--- src/rtl/itable_phase_sequencer.sv ---
// Opcode fetch / execution phase sequencer feeding the instruction decoder tree.
// Latches opcodes, absorbs IX/IY prefixes, steps XPT and returns to M1 on decoder strobes.
module itable_phase_sequencer #(
  parameter logic [7:0] PREFIX_IX = 8'hDD,
  parameter logic [7:0] PREFIX_IY = 8'hFD,
  parameter logic [3:0] XPT_LIMIT = 4'hF
) (
  input  logic       clock,
  input  logic       notReset,
  input  logic [7:0] DataIn,
  input  logic       MemReady,
  input  logic       Hold,
  input  logic       PR_Reset_XPT,
  input  logic       P2_Set_CM1,
  input  logic       P2_Reset_ITABLE,
  output logic       enable,
  output logic [3:0] XPT,
  output logic [3:0] notXPT,
  output logic [7:0] ITABLE,
  output logic [7:0] notITABLE,
  output logic       CM1,
  output logic       PrefixIX,
  output logic       PrefixIY,
  output logic       XptOverrun
);

  // state  | meaning
  // FETCH  | M1 cycle: wait for opcode byte, absorb prefixes
  // EXEC   | executing: XPT steps each unheld cycle
  typedef enum logic {S_FETCH, S_EXEC} state_t;

  state_t     state_q, state_d;
  logic [3:0] xpt_q, xpt_d;
  logic [7:0] itable_q, itable_d;
  logic       pfx_ix_q, pfx_ix_d;
  logic       pfx_iy_q, pfx_iy_d;
  logic       ovr_q, ovr_d;

  always_ff @(posedge clock or negedge notReset) begin
    if (!notReset) begin
      state_q  <= S_FETCH;
      xpt_q    <= 4'h0;
      itable_q <= 8'h00;
      pfx_ix_q <= 1'b0;
      pfx_iy_q <= 1'b0;
      ovr_q    <= 1'b0;
    end else begin
      state_q  <= state_d;
      xpt_q    <= xpt_d;
      itable_q <= itable_d;
      pfx_ix_q <= pfx_ix_d;
      pfx_iy_q <= pfx_iy_d;
      ovr_q    <= ovr_d;
    end
  end

  always_comb begin
    state_d  = state_q;
    xpt_d    = xpt_q;
    itable_d = itable_q;
    pfx_ix_d = pfx_ix_q;
    pfx_iy_d = pfx_iy_q;
    ovr_d    = ovr_q;
    unique case (state_q)
      S_FETCH: begin
        if (MemReady) begin
          if (DataIn == PREFIX_IX) begin
            pfx_ix_d = 1'b1;
            pfx_iy_d = 1'b0;
          end else if (DataIn == PREFIX_IY) begin
            pfx_ix_d = 1'b0;
            pfx_iy_d = 1'b1;
          end else begin
            itable_d = DataIn;
            xpt_d    = 4'h0;
            state_d  = S_EXEC;
          end
        end
      end
      S_EXEC: begin
        if (!Hold) begin
          if (P2_Set_CM1) begin
            state_d  = S_FETCH;
            xpt_d    = 4'h0;
            pfx_ix_d = 1'b0;
            pfx_iy_d = 1'b0;
          end else if (PR_Reset_XPT) begin
            xpt_d = 4'h0;
          end else if (xpt_q == XPT_LIMIT) begin
            // Runaway instruction: flag it and force a clean refetch instead of wrapping.
            ovr_d    = 1'b1;
            state_d  = S_FETCH;
            xpt_d    = 4'h0;
            itable_d = 8'h00;
            pfx_ix_d = 1'b0;
            pfx_iy_d = 1'b0;
          end else begin
            xpt_d = xpt_q + 4'h1;
          end
          if (P2_Reset_ITABLE) itable_d = 8'h00;
        end
      end
      default: state_d = S_FETCH;
    endcase
  end

  assign CM1        = (state_q == S_FETCH);
  assign enable     = (state_q == S_EXEC) && !Hold;
  assign XPT        = xpt_q;
  assign notXPT     = ~xpt_q;
  assign ITABLE     = itable_q;
  assign notITABLE  = ~itable_q;
  assign PrefixIX   = pfx_ix_q;
  assign PrefixIY   = pfx_iy_q;
  assign XptOverrun = ovr_q;

endmodule
--- config.mk ---
export PLATFORM = sky130hd
export DESIGN_NAME = itable_phase_sequencer
export DESIGN_NICKNAME = d
export VERILOG_FILES = /design/src/rtl/itable_phase_sequencer.sv
export SDC_FILE = /design/constraint.sdc
export NUM_CORES = 1
export LEC_CHECK = 0
export ABC_AREA = 1
export ABC_CLOCK_PERIOD_IN_PS = 1250
export CAP_MARGIN = 10
export CELL_PAD_IN_SITES_DETAIL_PLACEMENT = 2
export CELL_PAD_IN_SITES_GLOBAL_PLACEMENT = 2
export CORE_MARGIN = 1.5
export CORE_UTILIZATION = 19
export CTS_CLUSTER_DIAMETER = 100
export DETAILED_ROUTE_END_ITERATION = 8
export PLACE_DENSITY_LB_ADDON = 0.1
export SYNTH_ARGS = -nofsm -noshare
export SYNTH_HDL_FRONTEND = slang
export SYNTH_SLANG_ARGS = --single-unit
--- constraint.sdc ---
create_clock -name clock -period 1.25 [get_ports clock]
set_input_delay 0.375 -clock clock [delete_from_list [all_inputs] [get_ports clock]]
set_output_delay 0.375 -clock clock [all_outputs]
set_load 0.03 [all_outputs]
* After elaboration in Yosys (flattened, before gate mapping)
Cells that the tools add are included.
** Word-level totals
- Flip-flop bits (word level) :: 16
- Word-level logic and storage cells :: 69
** Cells by class
- Add/subtract/negate cells :: 1
- Equality and inequality tests :: 13
- Muxes and demuxes :: 37
- Bitwise gates (word level) :: 6
- Reductions and logical operators :: 6
** Operators with widths (number)
- $mux W8 :: 8
- $mux W4 :: 7
- $mux W1 :: 17
- $eq A8 B8 Y1 const B :: 2
- $pmux W8 S2 :: 1
- $reduce_and A5 Y1 :: 2
- $ne A3 B3 Y1 const B :: 3
- $ne A2 B2 Y1 const B :: 4
- $not A8 Y8 :: 1
- $pmux W4 S2 :: 1
- $reduce_and A7 Y1 :: 1
- $ne A3 B2 Y1 const B :: 2
- $pmux W1 S2 :: 3
- $add A4 B1 Y4 const B :: 1
- $eq A4 B4 Y1 const B :: 1
- $not A1 Y1 :: 4
- $not A4 Y4 :: 1
- $reduce_and A4 Y1 :: 1
- $ne A3 B1 Y1 const B :: 1
- $logic_and A1 B1 Y1 :: 1
- $logic_not A1 Y1 :: 1

* Logic depth before layout (Yosys ltp)
- Word-level depth :: 7
- Gate-level depth with buffers :: 9
- Depth with buffers taken out :: 8

* Worst setup path before layout
No wires, ideal clock.
- Path type :: flip-flop to flip-flop
- Start point :: register xpt_q[1] (netlist: XPT[1])
- End point :: register itable_q[0] (netlist: ITABLE[0])
- Arrival time :: 1.438 ns
- Data required time :: 1.132 ns
- Setup slack :: -0.306 ns
- Cell stages (with the launch flop) :: 9
- Path buffers :: 0
- Cells stage by stage :: dfrtp_1 > ha_1 > nand3_2 > nor2_4 > nand2_2 > nand2_4 > nand4_4 > nand2_1 > nand2_1
** On the way
- Longest elaborated chain between the ends :: 3
** RTL lines
- start, declared :: line 33 : logic [3:0] xpt_q, xpt_d;
- start signal, assigned :: line 49 : xpt_q <= xpt_d;
- $eq A4 B4 Y1 :: line 89 : end else if (xpt_q == XPT_LIMIT) begin
- $ne A3 B2 Y1 (no source line)
- $reduce_and A7 Y1 (no source line)
- end signal, assigned :: line 50 : itable_q <= itable_d;
- end, declared :: line 34 : logic [7:0] itable_q, itable_d;
Every way passes these cells.
A chain may end at the register's enable or synchronous reset.

* Worst setup path in the final report
- Start point :: register xpt_q[1] (netlist: XPT[1])
- End point :: output port notXPT[1]
** On the way
- Longest elaborated chain between the ends :: 1
** RTL lines
- $not A4 Y4 :: line 110 : assign notXPT = ~xpt_q;
- end, declared :: line 18 : output logic [3:0] notXPT,
Every way passes these cells.

==> flow_summary.yaml <==
die:
  io-pin-count: 44
  core_area_mm2: 0.005042
  initial_core_utilization_pct: 19.53
  placementRows: 26
  die_area_mm2: 0.005624
  floorplan.die.width_um: 74.99
  die_h_um: 74.99
clock_network:
  cts_tree: "built"
  clk_root_buffer_cell: "sky130_fd_sc_hd__clkbuf_8"
  clock_path_buffers: 2
  clk_pin_slew_worst_paths_ns: 0.07
  tritoncts.num_buffers: 3
  clock_sinks: 16
  worstSkewPairLatency_ns: 0.25
  cts_h_tree_lvls: 1
  post_cts_hold_buffer_count: 0
logic_synthesis:
  synthesis.area_per_instance_um2: 7.240
  post-synth-top-area-fraction_pct: 40.66
  yosysUniqueCellTypes: 22
  nets_in_the_synthesized_netlist: 152
  yosysWarnings: 0
  mappedNetlistArea_um2: 984.7
  number_of_standard_cells_after_synthesis: 136
  netlist_top_cells_area: "sky130_fd_sc_hd__dfrtp_1, sky130_fd_sc_hd__nand2_1, sky130_fd_sc_hd__inv_1"
  yosys_register_bits: 16
  yosys.area.top_type: "sky130_fd_sc_hd__dfrtp_1"
  yosysSeqAreaShare_pct: 40.66
power:
  worst_ir_drop_vdd_uv: 537.7
  share_seq_of_total_power_pct: 26.0
  leakagePower_uw: 0.0009954
  total_switching_power_uw: 1229
  power_frac_comb_pct: 59.0
  internal_power_uw: 1548
  sw_frac_of_total_pct: 44.26
  total_power_per_unit_cell_area_mw_per_mm2: 1363
  clockPowerShare_pct: 15.0
place:
  post-place-ws_ns: -0.6135
  portBuffers: 43
  placed_area_mm2: 0.001551
  dp.final_hpwl_mm: 2.792
  gp_routability_congestion: 0.7743
detailed_routing:
  drtPass1Iterations: 3
  initialDrtViolationCount: 29
  antenna_violating_nets_post_route: 0
  route.detailed.vias_per_inst: 4.145
  routedWlPerCell_um: 13.97
  vias: 1198
  drcViolationCount: 0
  routed_wirelength_mm: 4.036
global_routing:
  number_of_antenna_violations_at_the_first_check_in_global_routing: 0
  grt_max_degree: 17
  groute.usage.overall_pct: 15.04
  overflow: 0
  global_route_wire_length_before_repair_mm: 6.223
  number_of_global_route_vias_before_repair: 1279
status:
  failed_checks: "setup timing"
  outcome: "finished, violations left"
sta:
  drv_slew: 0
  unrepaired_setup_endpoints_after_global_routing: "true"
  clock-skew-final_ns: 0.004947
  finalCriticalPeriod_ns: 1.395
  setup-tns-final_ns: -1.736
  report.final.setup_viol: 24
  finalWorstSetupSlack_ns: -0.1446
  final_min_period_over_clock_period_pct: 111.6
  max_freq_ghz: 0.7171
  relSlewSlack_pct: 81.17
  worst_slew_pin_slew_ns: 0.2802
  fin_hold_ws_ns: 0.4566
  timing.final.hold_violations: 0
final_layout:
  area_growth_pct: 106.9
  num-nets-final: 236
  layout.cell_area.non_filler_mm2: 0.002037
  postLayoutCoreUtil_pct: 40.40
  final.fill_count: 569
  final_layout_size_suffix_gt1_share_pct: 59.36
  n_antenna_cell: 0
run:
  maxCapViolCount: 0
worst_setup_path:
  cp-end-kind: "output port"
  worstPathRequired_ns: 0.88
  worst_ep_arrival_time_ns: 1.02
  crit_path_max_fanout: 4
  start_kind: "flip-flop"
  setup_crit_path_kind: "reg -> out"
min_path:
  worst_hold_class: "in -> async"
==> cells in the final DEF (no fill, tap or decap), drive strengths merged <==
master and count:
a21oi 1, buf 66, clkbuf 4, clkdlybuf4s50 2, clkinvlp 1, dfrtp 16, dlygate4sd2 10, dlymetal6s2s 2
ha 1, inv 25, nand2 43, nand3 16, nand3b 2, nand4 1, nor2 21, nor3 1
o21ai 4, o21bai 1, or2 1, xor2 1
==> critical path, stage by stage, from the launching register on <==
cell                      delay [ns]
sky130_fd_sc_hd__dfrtp_2        0.43
sky130_fd_sc_hd__buf_4          0.16
sky130_fd_sc_hd__inv_1          0.06
sky130_fd_sc_hd__buf_6          0.12
==> state kept, by name, indices dropped and copies added, names as in the netlist <==
register    cells
XptOverrun      1
XPT             4
PrefixIY        1
ITABLE          8
PrefixIX        1
state_q         1
==> power by group through the flow <==
stage	registers [uW]	clock network, uW	logic [uW]
floorplan	919	0	526
global placement	717	0	1230
detailed placement	727	0	1260
CTS	720	437	1440
global route	738	465	1770
finish	722	417	1640
==> worst paths after layout <==
| check | from | end | slack, ns | cells past startpoint |
|---|---|---|---|---|
| worst max-delay path | XPT[1] | notXPT[1] | -0.14 | 3 |
| worst min-delay path | notReset | state_q | 0.46 | 2 |
| worst max register to register | XPT[0] | XPT[2] | -0.12 | 7 |
| worst min register to register | PrefixIX | PrefixIX | 0.49 | 2 |
| max in group asynchronous | notReset | XPT[0] | 0.65 | 2 |
| min in group clock | PrefixIX | PrefixIX | 0.49 | 2 |
==> metrics by stage <==
step           cells  total power (uW)
3_5_place_dp     260              1990
6_report         289              2777
3_3_place_gp     260              1949
5_1_grt          289              2977
4_1_cts          277              2602
2_1_floorplan    136              1445
==> cell families after synthesis <==
logic type / after synthesis / share of synthesized area, %
flops: 16 / 40.66
fa+ha+maj: 1 / 1.270
xor+xnor: 1 / 0.8896
compound gates: 6 / 4.066
simple gates: 84 / 41.55
buf+inv: 28 / 11.56
==> cell usage after synthesis <==
cell type	instances
sky130_fd_sc_hd__a21oi_1	1
sky130_fd_sc_hd__buf_2	1
sky130_fd_sc_hd__buf_6	1
sky130_fd_sc_hd__dfrtp_1	16
sky130_fd_sc_hd__ha_1	1
sky130_fd_sc_hd__inv_1	24
sky130_fd_sc_hd__inv_2	2
sky130_fd_sc_hd__nand2_1	39
sky130_fd_sc_hd__nand2_2	2
sky130_fd_sc_hd__nand2_4	1
sky130_fd_sc_hd__nand3_1	14
sky130_fd_sc_hd__nand3_2	2
sky130_fd_sc_hd__nand3b_1	2
sky130_fd_sc_hd__nand4_4	1
sky130_fd_sc_hd__nor2_1	18
sky130_fd_sc_hd__nor2_4	3
sky130_fd_sc_hd__nor3_1	1
sky130_fd_sc_hd__o21ai_1	2
sky130_fd_sc_hd__o21ai_2	2
sky130_fd_sc_hd__o21bai_1	1
sky130_fd_sc_hd__or2_2	1
sky130_fd_sc_hd__xor2_1	1
==> layout make-up <==
cell class	count	area, um^2	area share, %
clock buffer	4	45.04	2.211
inverter	26	106.4	5.221
multi-input combinational	93	664.4	32.62
sequential	16	406.6	19.96
tap	70	87.58	4.300
timing repair buffer	80	726.9	35.69
==> metal layers <==
| layer | vias to the layer above | track usage (%) | share of wire [%] |
|---|---|---|---|
| met5 | - | 0 | 0 |
| met4 | 0 | 3.030 | 0.45 |
| met3 | 2 | 3.347 | 3.2 |
| met2 | 24 | 28.42 | 56 |
| met1 | 590 | 17.26 | 40 |
| li1 | 582 | - | - |
==> timing repair <==
action | 4_1_cts | 5_1_grt
endpoints found under the setup margin | 25 | 34
cloned | 1 | 0
gates resized for setup | 59 | 31
buffers inserted | 12 | 12
pin swaps | 12 | 8
Note: power is estimated with default switching activity, not from simulation.
